## config.mk

```make
export PLATFORM = sky130hd
export DESIGN_NAME = switch_allocator
export DESIGN_NICKNAME = d
export VERILOG_FILES = /design/src/rtl/switch_allocator.sv
export SDC_FILE = /design/constraint.sdc
export NUM_CORES = 1
export LEC_CHECK = 0
export ABC_AREA = 1
export BUFFER_PORTS_ARGS = -buffer_cell sky130_fd_sc_hd__buf_2
export CAP_MARGIN = 30
export CELL_PAD_IN_SITES_DETAIL_PLACEMENT = 2
export CELL_PAD_IN_SITES_GLOBAL_PLACEMENT = 2
export CORE_MARGIN = 1.5
export CORE_UTILIZATION = 30
export CTS_BUF_LIST = sky130_fd_sc_hd__clkbuf_2 sky130_fd_sc_hd__clkbuf_4 sky130_fd_sc_hd__clkbuf_8
export DETAILED_ROUTE_END_ITERATION = 10
export HOLD_SLACK_MARGIN = 0.05
export PLACE_DENSITY_LB_ADDON = 0.1
export SKIP_LAST_GASP = 1
export SYNTH_ARGS = -nofsm -noshare
export SYNTH_HDL_FRONTEND = slang
export SYNTH_SLANG_ARGS = --single-unit
```

## constraint.sdc

```tcl
create_clock -name clk -period 6.5 [get_ports clk]
set_input_delay 0.325 -clock clk [delete_from_list [all_inputs] [get_ports clk]]
set_output_delay 0.325 -clock clk [all_outputs]
set_load 0.05 [all_outputs]
```

## src/rtl/switch_allocator.sv

```systemverilog
// Per-switch allocator: serializes header route lookups round-robin and grants
// crossbar outputs round-robin, holding each output until the packet's tail passes.
module switch_allocator #(
  parameter int unsigned PORTS_NUM = 5,
  parameter int unsigned ADDR_SIZE = 4,
  parameter int unsigned SEL_W     = 3
) (
  input  logic                           clk,
  input  logic                           rst,
  input  logic [PORTS_NUM-1:0]           hdr_valid,
  input  logic [PORTS_NUM*ADDR_SIZE-1:0] hdr_dest,
  input  logic [PORTS_NUM-1:0]           flit_fire,
  input  logic [PORTS_NUM-1:0]           flit_tail,
  output logic [ADDR_SIZE-1:0]           rt_dest,
  input  logic [3:0]                     rt_port,
  output logic [PORTS_NUM-1:0]           in_granted,
  output logic [PORTS_NUM-1:0]           in_drop,
  output logic [PORTS_NUM-1:0]           out_busy,
  output logic [PORTS_NUM*SEL_W-1:0]     xbar_sel,
  output logic                           route_err
);

  typedef enum logic [2:0] {IDLE, LOOKUP, REQ, ACTIVE, DROP} state_t;

  state_t               st      [PORTS_NUM];
  logic [SEL_W-1:0]     route   [PORTS_NUM];
  logic [SEL_W-1:0]     out_ptr [PORTS_NUM];
  logic [SEL_W-1:0]     lk_ptr;

  logic                 lk_found;
  logic [SEL_W-1:0]     lk_win;
  logic                 rt_ok;
  logic [PORTS_NUM-1:0] gnt_found;
  logic [SEL_W-1:0]     gnt_win [PORTS_NUM];

  // (base + off) mod PORTS_NUM, valid for base < PORTS_NUM and off < PORTS_NUM
  function automatic logic [SEL_W-1:0] wrap_add(logic [SEL_W-1:0] base, int unsigned off);
    int unsigned s;
    s = 32'(base) + off;
    if (s >= PORTS_NUM) s = s - PORTS_NUM;
    return SEL_W'(s);
  endfunction

  // Lookup arbiter: first input in LOOKUP at or after lk_ptr
  always_comb begin
    logic [SEL_W-1:0] idx;
    lk_found = 1'b0;
    lk_win   = '0;
    idx      = '0;
    for (int unsigned off = 0; off < PORTS_NUM; off++) begin
      idx = wrap_add(lk_ptr, off);
      if (!lk_found && st[idx] == LOOKUP) begin
        lk_found = 1'b1;
        lk_win   = idx;
      end
    end
  end

  assign rt_dest = (lk_found && !rst) ? hdr_dest[32'(lk_win)*ADDR_SIZE +: ADDR_SIZE] : '0;
  assign rt_ok   = 32'(rt_port) < PORTS_NUM;

  // Output allocators: per free output, first REQ input routed to it at or after out_ptr
  always_comb begin
    logic [SEL_W-1:0] idx;
    idx = '0;
    for (int unsigned j = 0; j < PORTS_NUM; j++) begin
      gnt_found[j] = 1'b0;
      gnt_win[j]   = '0;
      if (!out_busy[j]) begin
        for (int unsigned off = 0; off < PORTS_NUM; off++) begin
          idx = wrap_add(out_ptr[j], off);
          if (!gnt_found[j] && st[idx] == REQ && 32'(route[idx]) == j) begin
            gnt_found[j] = 1'b1;
            gnt_win[j]   = idx;
          end
        end
      end
    end
  end

  // Per-input FSMs, pointers and registered outputs
  always_ff @(posedge clk) begin
    if (rst) begin
      for (int unsigned i = 0; i < PORTS_NUM; i++) begin
        st[i]      <= IDLE;
        route[i]   <= '0;
        out_ptr[i] <= '0;
      end
      lk_ptr     <= '0;
      in_granted <= '0;
      in_drop    <= '0;
      out_busy   <= '0;
      xbar_sel   <= '0;
      route_err  <= 1'b0;
    end else begin
      route_err <= 1'b0;

      for (int unsigned i = 0; i < PORTS_NUM; i++) begin
        case (st[i])
          IDLE: begin
            if (hdr_valid[i]) st[i] <= LOOKUP;
          end
          ACTIVE: begin
            if (flit_fire[i] && flit_tail[i]) begin
              st[i]              <= IDLE;
              in_granted[i]      <= 1'b0;
              out_busy[route[i]] <= 1'b0;
            end
          end
          DROP: begin
            if (flit_fire[i] && flit_tail[i]) begin
              st[i]         <= IDLE;
              in_granted[i] <= 1'b0;
              in_drop[i]    <= 1'b0;
            end
          end
          default: ;
        endcase
      end

      if (lk_found) begin
        lk_ptr <= wrap_add(lk_win, 1);
        if (rt_ok) begin
          st[lk_win]    <= REQ;
          route[lk_win] <= SEL_W'(rt_port);
        end else begin
          // Unroutable header: accept and discard the whole packet
          st[lk_win]         <= DROP;
          in_granted[lk_win] <= 1'b1;
          in_drop[lk_win]    <= 1'b1;
          route_err          <= 1'b1;
        end
      end

      for (int unsigned j = 0; j < PORTS_NUM; j++) begin
        if (gnt_found[j]) begin
          st[gnt_win[j]]             <= ACTIVE;
          in_granted[gnt_win[j]]     <= 1'b1;
          out_busy[j]                <= 1'b1;
          xbar_sel[j*SEL_W +: SEL_W] <= gnt_win[j];
          out_ptr[j]                 <= wrap_add(gnt_win[j], 1);
        end
      end
    end
  end

endmodule

```

==> flow_metrics.tcl <==
set metrics [dict create \
    drc 0 \
    holdPathStages 1 \
    maxCapViolCount 0 \
    yosysSeqAreaShare_pct 18.81 \
    worst_pin_slew_ns 1.027 \
    cp.required_ns 6.17 \
    holdBufCountCts 0 \
    ys.flop_type "dfxtp_1" \
    antenna_found_initial 1 \
    syn_inst 2078 \
    synth_area_per_cell_sq_um 5.966 \
    nets 2253 \
    reg2reg_from "out_ptr[0][6]$_SDFFCE_PP0P_" \
    worst_setup_path_end_kind "primary output" \
    grt_overflow 0 \
    drive_above_1_share_pct 12.45 \
    die_h_um 206.3 \
    vias 14390 \
    synth_top_family_by_area "simple AND/OR/NAND/NOR gates" \
    cts_buffer_depth 2 \
    muxShareOfSynthArea_pct 0 \
    ys_warn_count 0 \
    synth.top_cell.area_share_pct 17.86 \
    synth_adder_area_share_pct 6.923 \
    wl_per_cell_um 20.91 \
    clock_latency_ns 0.43 \
    root_buffer "clkbuf_8" \
    critical_path_class "reg -> out" \
    worstRegToRegCells 20 \
    yosysTopAreaCell "nand2_1" \
    clk_pin_slew_ns 0.11 \
    register_area_sq_mm 0.002332 \
    syn_to_final_growth_pct 9.487 \
    whs_endpoint "route[7][2]$_DFFE_PP_" \
    synth.most_common_cell "nand2_1" \
    synthSimpleGateAreaFrac_pct 45.57 \
    grt_max_degree 32 \
    cts_resized 0 \
    hold_viol 0 \
    postRouteAntennaNets 0 \
    htree_levels 3 \
    post_cts_buffers 0 \
    grt_pass1_wl_um 87440 \
    drt-total-wl_um 56120 \
    rsz0062_at_grt "false" \
    holdCritPathClass "in -> reg" \
    status "complete, no violations" \
    cp.arrival_ns 4.77 \
    synth_edf_count 39 \
    cts_made_buffers 9 \
    synth_nets 2184 \
    min_from "rt_port[2]" \
    synth_async_sr_flop_share_pct 0 \
    cp-start-kind "register" \
    finalSetupViolCount 0 \
    synth_compound_area_share_pct 15.88 \
    via_per_inst 5.360 \
    rows 74 \
    synth_xor_area_share_pct 2.513 \
    coreArea_sq_mm 0.04083 \
    drv_slew 0 \
    antennaDiodeCount 0 \
    layout_min_cycle_time_ns 5.095 \
    grt_usage_pct 26.70 \
    cp_max_fo 16 \
    die_width_um 206.3 \
    finalCritPeriodShare_pct 78.39 \
    relSlewSlack_pct 30.98 \
    hpwl_um 47200 \
    synth_cell_type_count 58 \
    pin_count 76 \
    syn_area_sq_mm 0.01240 \
    cts_sinks 97 \
    synth.area.top_cells "nand2_1 (18%), nand3_1 (11%), edfxtp_1 (9.4%)" \
    multi_input_area_sq_mm 0.008790 \
    tns_ns 0 \
    port_buffers 75 \
    cts_tree "built" \
    die_area_sq_mm 0.04256 \
    grt_pass1_vias 15130 \
    synth_common_cells "nand2_1 (590), nand3_1 (279), inv_1 (257), nor2_1 (185), o21ai_0 (103)" \
    fin_ws_ns 1.405 \
    drt_first_pass_iters 5 \
    pre_cts_ws_ns 1.508 \
    yosys_register_bits 97 \
    fmaxAchievable_mhz 196.3 \
    start_util_pct 30.36 \
    place_congestion 0.8685 \
    clock_skew_ns 0.01880 \
    dr.first_iter.drc_count 713 \
    final.fill_count 5225 \
    r2r_slack_ns 1.45 \
    rr_endpoint "out_ptr[0][6]$_SDFFCE_PP0P_" \
]
## placed cells by master (no fill, tap or decap), drive strengths merged, types with 2 or more instances in the layout
| cell type | netlist | layout |
|---|---|---|
| a21boi | 2 | 2 |
| a21oi | 86 | 86 |
| a22oi | 3 | 3 |
| a31oi | 7 | 7 |
| a32oi | 6 | 6 |
| buf | 16 | 82 |
| bufinv | 0 | 2 |
| clkbuf | 8 | 9 |
| clkinv | 2 | 4 |
| dfxtp | 58 | 58 |
| edfxtp | 39 | 39 |
| fa | 6 | 6 |
| ha | 59 | 59 |
| inv | 299 | 302 |
| nand2 | 631 | 631 |
| nand3 | 299 | 299 |
| nand3b | 10 | 10 |
| nand4 | 32 | 32 |
| nor2 | 214 | 214 |
| nor3 | 37 | 37 |
| nor4 | 5 | 5 |
| o211ai | 38 | 38 |
| o21a | 3 | 3 |
| o21ai | 155 | 155 |
| o21bai | 5 | 5 |
| o22ai | 16 | 16 |
| o31ai | 2 | 2 |
| o32ai | 2 | 2 |
| or2 | 2 | 2 |
| xnor2 | 5 | 5 |
| xor2 | 28 | 28 |
## worst max-delay path, stage by stage, from the launching register on
cell and delay [ns]:
dfxtp_1 0.52, inv_2 0.27, ha_1 0.20, inv_1 0.05, fa_1 0.40, o21bai_1 0.22, o21ai_0 0.50, nand3_1 0.14
nand3_1 0.11, nand2_1 0.10, nand3_2 0.12, nor2_4 0.05, inv_1 0.05, nor2_1 0.08, nor2_2 0.52, inv_1 0.09
nor2_1 0.26, a32oi_1 0.16, nor3_1 0.18, buf_2 0.30
## cell families after synthesis
family,after synthesis
buffers and inverters,325
adder cells (fa/ha/maj),65
XOR/XNOR,33
flip-flops,97
AND/OR/NAND/NOR,1230
AO/OA/AOI/OAI,328
## metrics by stage
stage,instance area (sq um),util (%),hold WS (ns),std cells
2_1_floorplan,12400,-,0.4239,2078
3_3_place_gp,13340,32.68,0.4498,2667
3_5_place_dp,13350,32.70,0.4588,2668
4_1_cts,13570,33.24,0.1136,2684
5_1_grt,13570,33.24,0.1142,2684
6_report,13570,33.24,0.1418,2684
## metal layers
layer  vias to the layer above  part of all wire [%]  global-route usage [%]
li1                       7002                     -                       -
met1                      7103                    48                   35.88
met2                       233                    47                   45.51
met3                        47                   2.8                   2.428
met4                         2                   2.3                   7.039
met5                         -                 0.021                       0
## layout make-up
cell class | count | share of cell area, %
Clock inverter | 7 | 0.7374
Multi-Input combinational cell | 1656 | 64.75
Tap cell | 532 | 4.904
Timing Repair Buffer | 82 | 3.152
Inverter | 301 | 8.360
Clock buffer | 9 | 0.9125
Sequential cell | 97 | 17.18
## registers in the layout (all words and copies together) (netlist names)
name,count
st,24
xbar_sel,15
route_err,1
out_busy,5
out_ptr,15
in_granted,5
route,24
lk_ptr,3
in_drop,5
## how the worst max path moves through the flow
stage                                 from                           to  cells past startpoint
2_1_floorplan       lk_ptr[0]$_SDFFE_PP0N_                   rt_dest[1]                     18
3_3_place_gp   out_ptr[0][6]$_SDFFCE_PP0P_  out_ptr[0][7]$_SDFFCE_PP0P_                     22
3_5_place_dp   out_ptr[0][6]$_SDFFCE_PP0P_  out_ptr[0][6]$_SDFFCE_PP0P_                     20
4_1_cts             lk_ptr[0]$_SDFFE_PP0N_                   rt_dest[1]                     19
5_1_grt             lk_ptr[0]$_SDFFE_PP0N_                   rt_dest[3]                     19
6_report            lk_ptr[0]$_SDFFE_PP0N_                   rt_dest[0]                     19
Power is left out: the tool's default activity adds up to more than one toggle a clock period on the data nets, which glitch-free logic cannot reach.
